--- config.mk ---
export PLATFORM = sky130hd
export DESIGN_NAME = sd_wb_dma_flat
export DESIGN_NICKNAME = d
export VERILOG_FILES = /design/src/rtl/sd_wb_dma_if.sv /design/src/rtl/sd_wb_dma.sv /design/src/flat_wrapper.sv
export SDC_FILE = /design/constraint.sdc
export NUM_CORES = 1
export LEC_CHECK = 0
export ABC_CLOCK_PERIOD_IN_PS = 1800
export CAP_MARGIN = 30
export CORE_MARGIN = 8
export CORE_UTILIZATION = 55
export DETAILED_ROUTE_END_ITERATION = 12
export DONT_BUFFER_PORTS = 1
export PLACE_DENSITY = 0.7
export SLEW_MARGIN = 5
export SYNTH_ARGS = -nofsm -noshare
export SYNTH_HDL_FRONTEND = slang
export SYNTH_SLANG_ARGS = --single-unit
--- constraint.sdc ---
create_clock -name clk_50 -period 1.8 [get_ports clk_50]
set_input_delay 0.36 -clock clk_50 [delete_from_list [all_inputs] [get_ports clk_50]]
set_output_delay 0.36 -clock clk_50 [all_outputs]
set_load 0.02 [all_outputs]
--- src/rtl/sd_wb_dma_if.sv ---
// Wishbone B3 classic bus bundle between the SD block DMA master and system memory.
interface sd_wb_dma_if;
  logic        wb_cyc_o;
  logic        wb_stb_o;
  logic        wb_we_o;
  logic [31:0] wb_adr_o;
  logic [3:0]  wb_sel_o;
  logic [31:0] wb_dat_o;
  logic [31:0] wb_dat_i;
  logic        wb_ack_i;
  logic        wb_err_i;

  modport master (
    output wb_cyc_o, wb_stb_o, wb_we_o, wb_adr_o, wb_sel_o, wb_dat_o,
    input  wb_dat_i, wb_ack_i, wb_err_i
  );

  modport slave (
    input  wb_cyc_o, wb_stb_o, wb_we_o, wb_adr_o, wb_sel_o, wb_dat_o,
    output wb_dat_i, wb_ack_i, wb_err_i
  );
endinterface

--- src/rtl/sd_wb_dma.sv ---
// Wishbone master that moves one 512-byte SD block between system memory and the
// SD manager's read/write BRAM external ports, handshaking with the manager's ext_* lines.
module sd_wb_dma #(
  parameter logic [31:0] BASE_ADDR  = 32'h0000_0000,
  parameter bit          SWAP_BYTES = 1'b0
) (
  input  logic        clk_50,
  input  logic        reset_n,
  input  logic        i_ext_read_act,
  output logic        o_ext_read_go,
  input  logic [31:0] i_ext_read_addr,
  input  logic        i_ext_read_stop,
  input  logic        i_ext_write_act,
  output logic        o_ext_write_done,
  input  logic [31:0] i_ext_write_addr,
  output logic [6:0]  o_bram_rd_ext_addr,
  output logic        o_bram_rd_ext_wren,
  output logic [31:0] o_bram_rd_ext_data,
  output logic [6:0]  o_bram_wr_ext_addr,
  input  logic [31:0] i_bram_wr_ext_q,
  sd_wb_dma_if.master wb,
  output logic        o_busy,
  output logic        o_bus_err
);

  typedef enum logic [3:0] {
    IDLE, RD_REQ, RD_WR, RD_GO, RD_FIN, WR_FETCH, WR_LOAD, WR_REQ, WR_DONE
  } dmaState_t;

  dmaState_t   r_state;
  dmaState_t   w_nextState;
  logic [6:0]  r_wordIdx;
  logic [31:0] r_block;
  logic [31:0] r_rdData;
  logic [6:0]  r_rdAddr;
  logic [31:0] r_wrData;
  logic        r_busErr;
  logic        w_term;
  logic        w_lastWord;
  logic        w_cyc;
  logic [31:0] w_adr;

  function automatic logic [31:0] orderBytes(input logic [31:0] d);
    return SWAP_BYTES ? {d[7:0], d[15:8], d[23:16], d[31:24]} : d;
  endfunction

  assign w_term     = wb.wb_ack_i | wb.wb_err_i;
  assign w_lastWord = (r_wordIdx == 7'd127);
  assign w_adr      = BASE_ADDR + (r_block << 9) + {23'd0, r_wordIdx, 2'b00};

  always_ff @(posedge clk_50 or negedge reset_n) begin
    if (!reset_n) r_state <= IDLE;
    else          r_state <= w_nextState;
  end

  // RD_FIN waits for both stop and act low so a stale act cannot start a second read.
  always_comb begin
    w_nextState = r_state;
    unique case (r_state)
      IDLE: begin
        if (i_ext_read_act)       w_nextState = RD_REQ;
        else if (i_ext_write_act) w_nextState = WR_FETCH;
      end
      RD_REQ:   if (w_term) w_nextState = RD_WR;
      RD_WR:    w_nextState = w_lastWord ? RD_GO : RD_REQ;
      RD_GO:    if (i_ext_read_stop) w_nextState = RD_FIN;
      RD_FIN:   if (!i_ext_read_stop && !i_ext_read_act) w_nextState = IDLE;
      WR_FETCH: w_nextState = WR_LOAD;
      WR_LOAD:  w_nextState = WR_REQ;
      WR_REQ:   if (w_term) w_nextState = w_lastWord ? WR_DONE : WR_FETCH;
      WR_DONE:  if (!i_ext_write_act) w_nextState = IDLE;
      default:  w_nextState = IDLE;
    endcase
  end

  always_comb begin
    w_cyc              = 1'b0;
    wb.wb_stb_o        = 1'b0;
    wb.wb_we_o         = 1'b0;
    o_bram_rd_ext_wren = 1'b0;
    o_ext_read_go      = 1'b0;
    o_ext_write_done   = 1'b0;
    unique case (r_state)
      RD_REQ:   begin w_cyc = 1'b1; wb.wb_stb_o = 1'b1; end
      RD_WR:    begin w_cyc = 1'b1; o_bram_rd_ext_wren = 1'b1; end
      RD_GO:    o_ext_read_go = 1'b1;
      WR_FETCH: w_cyc = 1'b1;
      WR_LOAD:  w_cyc = 1'b1;
      WR_REQ:   begin w_cyc = 1'b1; wb.wb_stb_o = 1'b1; wb.wb_we_o = 1'b1; end
      WR_DONE:  o_ext_write_done = 1'b1;
      default:  ;
    endcase
  end

  // Captured read data is written to the BRAM even when the slave terminated with err.
  always_ff @(posedge clk_50 or negedge reset_n) begin
    if (!reset_n) begin
      r_wordIdx <= 7'd0;
      r_block   <= 32'd0;
      r_rdData  <= 32'd0;
      r_rdAddr  <= 7'd0;
      r_wrData  <= 32'd0;
      r_busErr  <= 1'b0;
    end else begin
      unique case (r_state)
        IDLE: begin
          if (i_ext_read_act) begin
            r_block  <= i_ext_read_addr;
            r_busErr <= 1'b0;
          end else if (i_ext_write_act) begin
            r_block  <= i_ext_write_addr;
            r_busErr <= 1'b0;
          end
        end
        RD_REQ: begin
          if (w_term) begin
            r_rdData <= orderBytes(wb.wb_dat_i);
            r_rdAddr <= r_wordIdx;
          end
          if (wb.wb_err_i) r_busErr <= 1'b1;
        end
        RD_WR:   r_wordIdx <= r_wordIdx + 7'd1;
        WR_LOAD: r_wrData  <= orderBytes(i_bram_wr_ext_q);
        WR_REQ: begin
          if (w_term)      r_wordIdx <= r_wordIdx + 7'd1;
          if (wb.wb_err_i) r_busErr  <= 1'b1;
        end
        default: ;
      endcase
    end
  end

  assign wb.wb_cyc_o         = w_cyc;
  assign wb.wb_adr_o         = w_cyc ? w_adr : 32'd0;
  assign wb.wb_sel_o         = 4'hF;
  assign wb.wb_dat_o         = r_wrData;
  assign o_bram_rd_ext_addr  = r_rdAddr;
  assign o_bram_rd_ext_data  = r_rdData;
  assign o_bram_wr_ext_addr  = r_wordIdx;
  assign o_busy              = (r_state != IDLE);
  assign o_bus_err           = r_busErr;

endmodule

--- src/flat_wrapper.sv ---
// flat-port wrapper written by rule: the top's interface ports become plain ports
module sd_wb_dma_flat 
#(
  parameter logic [31:0] BASE_ADDR  = 32'h0000_0000,
  parameter bit          SWAP_BYTES = 1'b0
)
  (clk_50, reset_n, i_ext_read_act, o_ext_read_go, i_ext_read_addr, i_ext_read_stop, i_ext_write_act, o_ext_write_done, i_ext_write_addr, o_bram_rd_ext_addr, o_bram_rd_ext_wren, o_bram_rd_ext_data, o_bram_wr_ext_addr, i_bram_wr_ext_q, o_busy, o_bus_err, wb_wb_cyc_o, wb_wb_stb_o, wb_wb_we_o, wb_wb_adr_o, wb_wb_sel_o, wb_wb_dat_o, wb_wb_dat_i, wb_wb_ack_i, wb_wb_err_i);
  sd_wb_dma_if wb_i ();
  input  logic clk_50;
  input  logic reset_n;
  input  logic i_ext_read_act;
  output logic o_ext_read_go;
  input  logic [31:0] i_ext_read_addr;
  input  logic i_ext_read_stop;
  input  logic i_ext_write_act;
  output logic o_ext_write_done;
  input  logic [31:0] i_ext_write_addr;
  output logic [6:0] o_bram_rd_ext_addr;
  output logic o_bram_rd_ext_wren;
  output logic [31:0] o_bram_rd_ext_data;
  output logic [6:0] o_bram_wr_ext_addr;
  input  logic [31:0] i_bram_wr_ext_q;
  output logic o_busy;
  output logic o_bus_err;
  output wire logic [$bits(wb_i.wb_cyc_o)-1:0] wb_wb_cyc_o;
  output wire logic [$bits(wb_i.wb_stb_o)-1:0] wb_wb_stb_o;
  output wire logic [$bits(wb_i.wb_we_o)-1:0] wb_wb_we_o;
  output wire logic [$bits(wb_i.wb_adr_o)-1:0] wb_wb_adr_o;
  output wire logic [$bits(wb_i.wb_sel_o)-1:0] wb_wb_sel_o;
  output wire logic [$bits(wb_i.wb_dat_o)-1:0] wb_wb_dat_o;
  input wire logic [$bits(wb_i.wb_dat_i)-1:0] wb_wb_dat_i;
  input wire logic [$bits(wb_i.wb_ack_i)-1:0] wb_wb_ack_i;
  input wire logic [$bits(wb_i.wb_err_i)-1:0] wb_wb_err_i;
  assign wb_wb_cyc_o = wb_i.wb_cyc_o;
  assign wb_wb_stb_o = wb_i.wb_stb_o;
  assign wb_wb_we_o = wb_i.wb_we_o;
  assign wb_wb_adr_o = wb_i.wb_adr_o;
  assign wb_wb_sel_o = wb_i.wb_sel_o;
  assign wb_wb_dat_o = wb_i.wb_dat_o;
  assign wb_i.wb_dat_i = wb_wb_dat_i;
  assign wb_i.wb_ack_i = wb_wb_ack_i;
  assign wb_i.wb_err_i = wb_wb_err_i;
  sd_wb_dma #(.BASE_ADDR(BASE_ADDR), .SWAP_BYTES(SWAP_BYTES)) u_core (.clk_50(clk_50), .reset_n(reset_n), .i_ext_read_act(i_ext_read_act), .o_ext_read_go(o_ext_read_go), .i_ext_read_addr(i_ext_read_addr), .i_ext_read_stop(i_ext_read_stop), .i_ext_write_act(i_ext_write_act), .o_ext_write_done(o_ext_write_done), .i_ext_write_addr(i_ext_write_addr), .o_bram_rd_ext_addr(o_bram_rd_ext_addr), .o_bram_rd_ext_wren(o_bram_rd_ext_wren), .o_bram_rd_ext_data(o_bram_rd_ext_data), .o_bram_wr_ext_addr(o_bram_wr_ext_addr), .i_bram_wr_ext_q(i_bram_wr_ext_q), .wb(wb_i), .o_busy(o_busy), .o_bus_err(o_bus_err));
endmodule
==> impl_metrics.toml <==
[critical_path]
r2r_setup_slack_ns = 0.05
crit_type = "register to output pin"
required_ns = 1.44
path_max_fanout = 4
worstPathArrival_ns = 1.57
endpoint_kind = "output pin"
crit_path_start_kind = "register"

[yosys]
ys_ff_latch = 106
ys_warn_count = 0
syn_avg_cell_area_um2 = 12.5
yosys-top-cells-count = "106 x dfrtp_1, 69 x mux2_2, 33 x nor2_1, 30 x and2_1, 23 x mux2i_1"
ys_seq_area_share_pct = 56.1
synth_top_cell_by_area = "dfrtp_1"
synth_edf_count = 0
synth-async-reset-ratio_pct = 100
synth.area.top_cells = "dfrtp_1 56%, mux2_2 16%, mux2i_1 4.9%"
synthCells = 379
ys.flop_type = "dfrtp_1"
synth.most_common_cell = "dfrtp_1"
synth.distinct_cells = 41
syn_area_um2 = 4720
synth_top_area_share_pct = 56.1

[route]
wl_um = 11100
drt-pass1-iter-count = 4
avgRoutedWirePerCell_um = 21.9
final_antenna_net_count = 0
drc = 0
via_count = 2912
vias_per_cell = 5.73
drt-initial-drc-count = 136

[placement]
dp.cells = 485
dp_hpwl_um = 8260
gp_congestion = 0.795
io_buffers = 0

[cts]
cts_inserted_buffers = 9
cts_tree = "yes"
clock_sinks = 106
clock_latency_ns = 0.36
clkTransAtPathRegs_ns = 0.11
root_buffer = "clkbuf_8"
h-tree-depth = 3
cts_buffer_depth = 2

[cells_and_area]
fillers = 688
fin_util_pct = 63.9
multi_input_area_um2 = 2110
fin_nets = 532
stdcell_count = 508
drive_gt1_share_pct = 43.8
insertedDiodeCount = 0
seqCellArea_um2 = 2660
syn_to_final_growth_pct = 15.1

[floorplan]
io_pins = 257
die_w_um = 109
core_um2 = 8510
die_h_um = 109
die_area_um2 = 11800
fp-row-count = 34
start_util_pct = 55.5

[grt]
grt_use_total_pct = 18.0
grt_start_max_net_pins = 107
grt_antenna_before_repair = 0
globalRouteOverflowTotal = 0
grt_pass1_vias = 3089
grt_pass1_wl_um = 16500

[outcome]
violations = "negative hold slack, negative setup slack"
status = "finished with violations"

[sta]
clock_skew_ns = 0.0126
finalCritPeriodShare_pct = 107
finalHoldViolCount = 106
final_max_slew_viol_count = 0
finalSetupViolCount = 35
fin_hold_ws_ns = -0.318
grt_setup_unrepaired = "true"
fmax_ghz = 0.518
fin_crit_ns = 1.93
fin_ws_ns = -0.131

[pwr]
ir_drop_mv = 1.06
power_frac_seq_pct = 45.7
power_density_nw_per_um2 = 2170
p_int_mw = 6.65
switching_share_pct = 43.7
combPwrFrac_pct = 43.0
p_sw_mw = 5.16
clockPowerShare_pct = 11.3
p_leak_nw = 2.38

[flow_run]
cap_violations = 0

[min_path]
hp-class = "input pin to asynchronous set/reset pin"
final timing paths:
kind / start / endpoint / cells past startpoint
min in group clk_50: i_ext_write_act / u_core.r_state[3]$_DFFE_PN0P_ / 2
max: u_core.r_state[0]$_DFFE_PN0P_ / o_busy / 2
min: reset_n / u_core.wb.wb_dat_o[0]$_DFFE_PN0P_ / 0
max reg2reg: u_core.r_state[0]$_DFFE_PN0P_ / u_core.r_state[0]$_DFFE_PN0P_ / 7
min reg2reg: u_core.r_block[17]$_DFFE_PN0P_ / u_core.r_block[17]$_DFFE_PN0P_ / 2
max in group asynchronous: reset_n / u_core.r_state[1]$_DFFE_PN0P_ / 0
cells in the final DEF (no fill, tap or decap), types with 2 or more instances in the layout:
cell type  count
and3_1         2
and2_4        30
dfrtp_1      102
a21oi_2        9
nor3_2         2
a21oi_1       19
dfrtp_2        4
nor2_4         4
buf_4         16
buf_12         7
nor4_1         2
clkinv_4       2
nand2_1        5
clkbuf_8       9
conb_1         6
nand2b_1       2
buf_6          7
o31ai_1        2
mux2i_1       23
mux2_1         3
xnor2_1        5
nand2b_4       3
mux2_2        69
inv_6          2
nand4_1        3
o21ai_0        6
nor2_1        29
registers in the layout (all words and copies together), names as in the netlist:
name,flops
u_core.o_bram_rd_ext_data,32
u_core.r_block,23
u_core.r_state,4
u_core.wb.wb_dat_o,32
u_core.o_bram_wr_ext_addr,7
u_core.o_bus_err,1
u_core.o_bram_rd_ext_addr,7
repair_timing:
action                                  in CTS  in global routing
resized for setup                           83                  8
pin swaps                                   14                  9
buffers inserted                             8                  1
gates cloned                                 1                  0
endpoints found under the hold margin      106                106
endpoints found under the setup margin      35                 38
power groups by stage:
stage	clock network (mW)	registers, mW	logic (mW)
after global routing	1.51	5.56	5.47
final	1.34	5.39	5.08
after global placement	0	5.38	4.16
after detailed placement	0	5.43	4.28
after CTS	1.40	5.42	5.09
after floorplan	0	5.20	3.28
layout make-up:
cell class,count,share of cell area (%)
clock inverters,6,0.943
flip-flops and latches,106,48.9
multi-input cells,248,38.7
clock buffers,9,2.28
repair buffers,31,6.74
well taps,108,2.48
routing by layer:
metal	wire length [um]	GRT usage (%)
met5	0	0
met4	115	5.57
met3	1350	7.98
met2	5610	30.6
met1	4050	19.9
stage by stage:
step	setup TNS, ns	worst slack, ns	power, mW	area (um^2)
2_1_floorplan	0	0.00620	8.48	4750
3_3_place_gp	0	0.149	9.55	4980
3_5_place_dp	0	0.127	9.71	4980
4_1_cts	-4.54	-0.149	11.9	5410
5_1_grt	-7.10	-0.222	12.5	5440
6_report	-3.83	-0.131	11.8	5440
critical path, cell delays in order, from the launching register on:
cell,delay [ns]
dfrtp_2,0.47
or4_4,0.58
buf_6,0.16
cell families (layout without fill, tap and decap cells):
group | count (synthesis) | count (layout) | share of synthesized area, %
adders and majority gates | 1 | 1 | 0.265
buffers and inverters | 29 | 46 | 3.58
and+or+nand+nor | 97 | 97 | 11.0
AOI/OAI and AO/OA | 42 | 42 | 5.48
DFF | 106 | 106 | 56.1
muxes | 95 | 95 | 22.0
xor gates and xnor gates | 7 | 7 | 1.30
other | 2 | 6 | 0.159
Note: power is estimated with default switching activity, not from simulation.
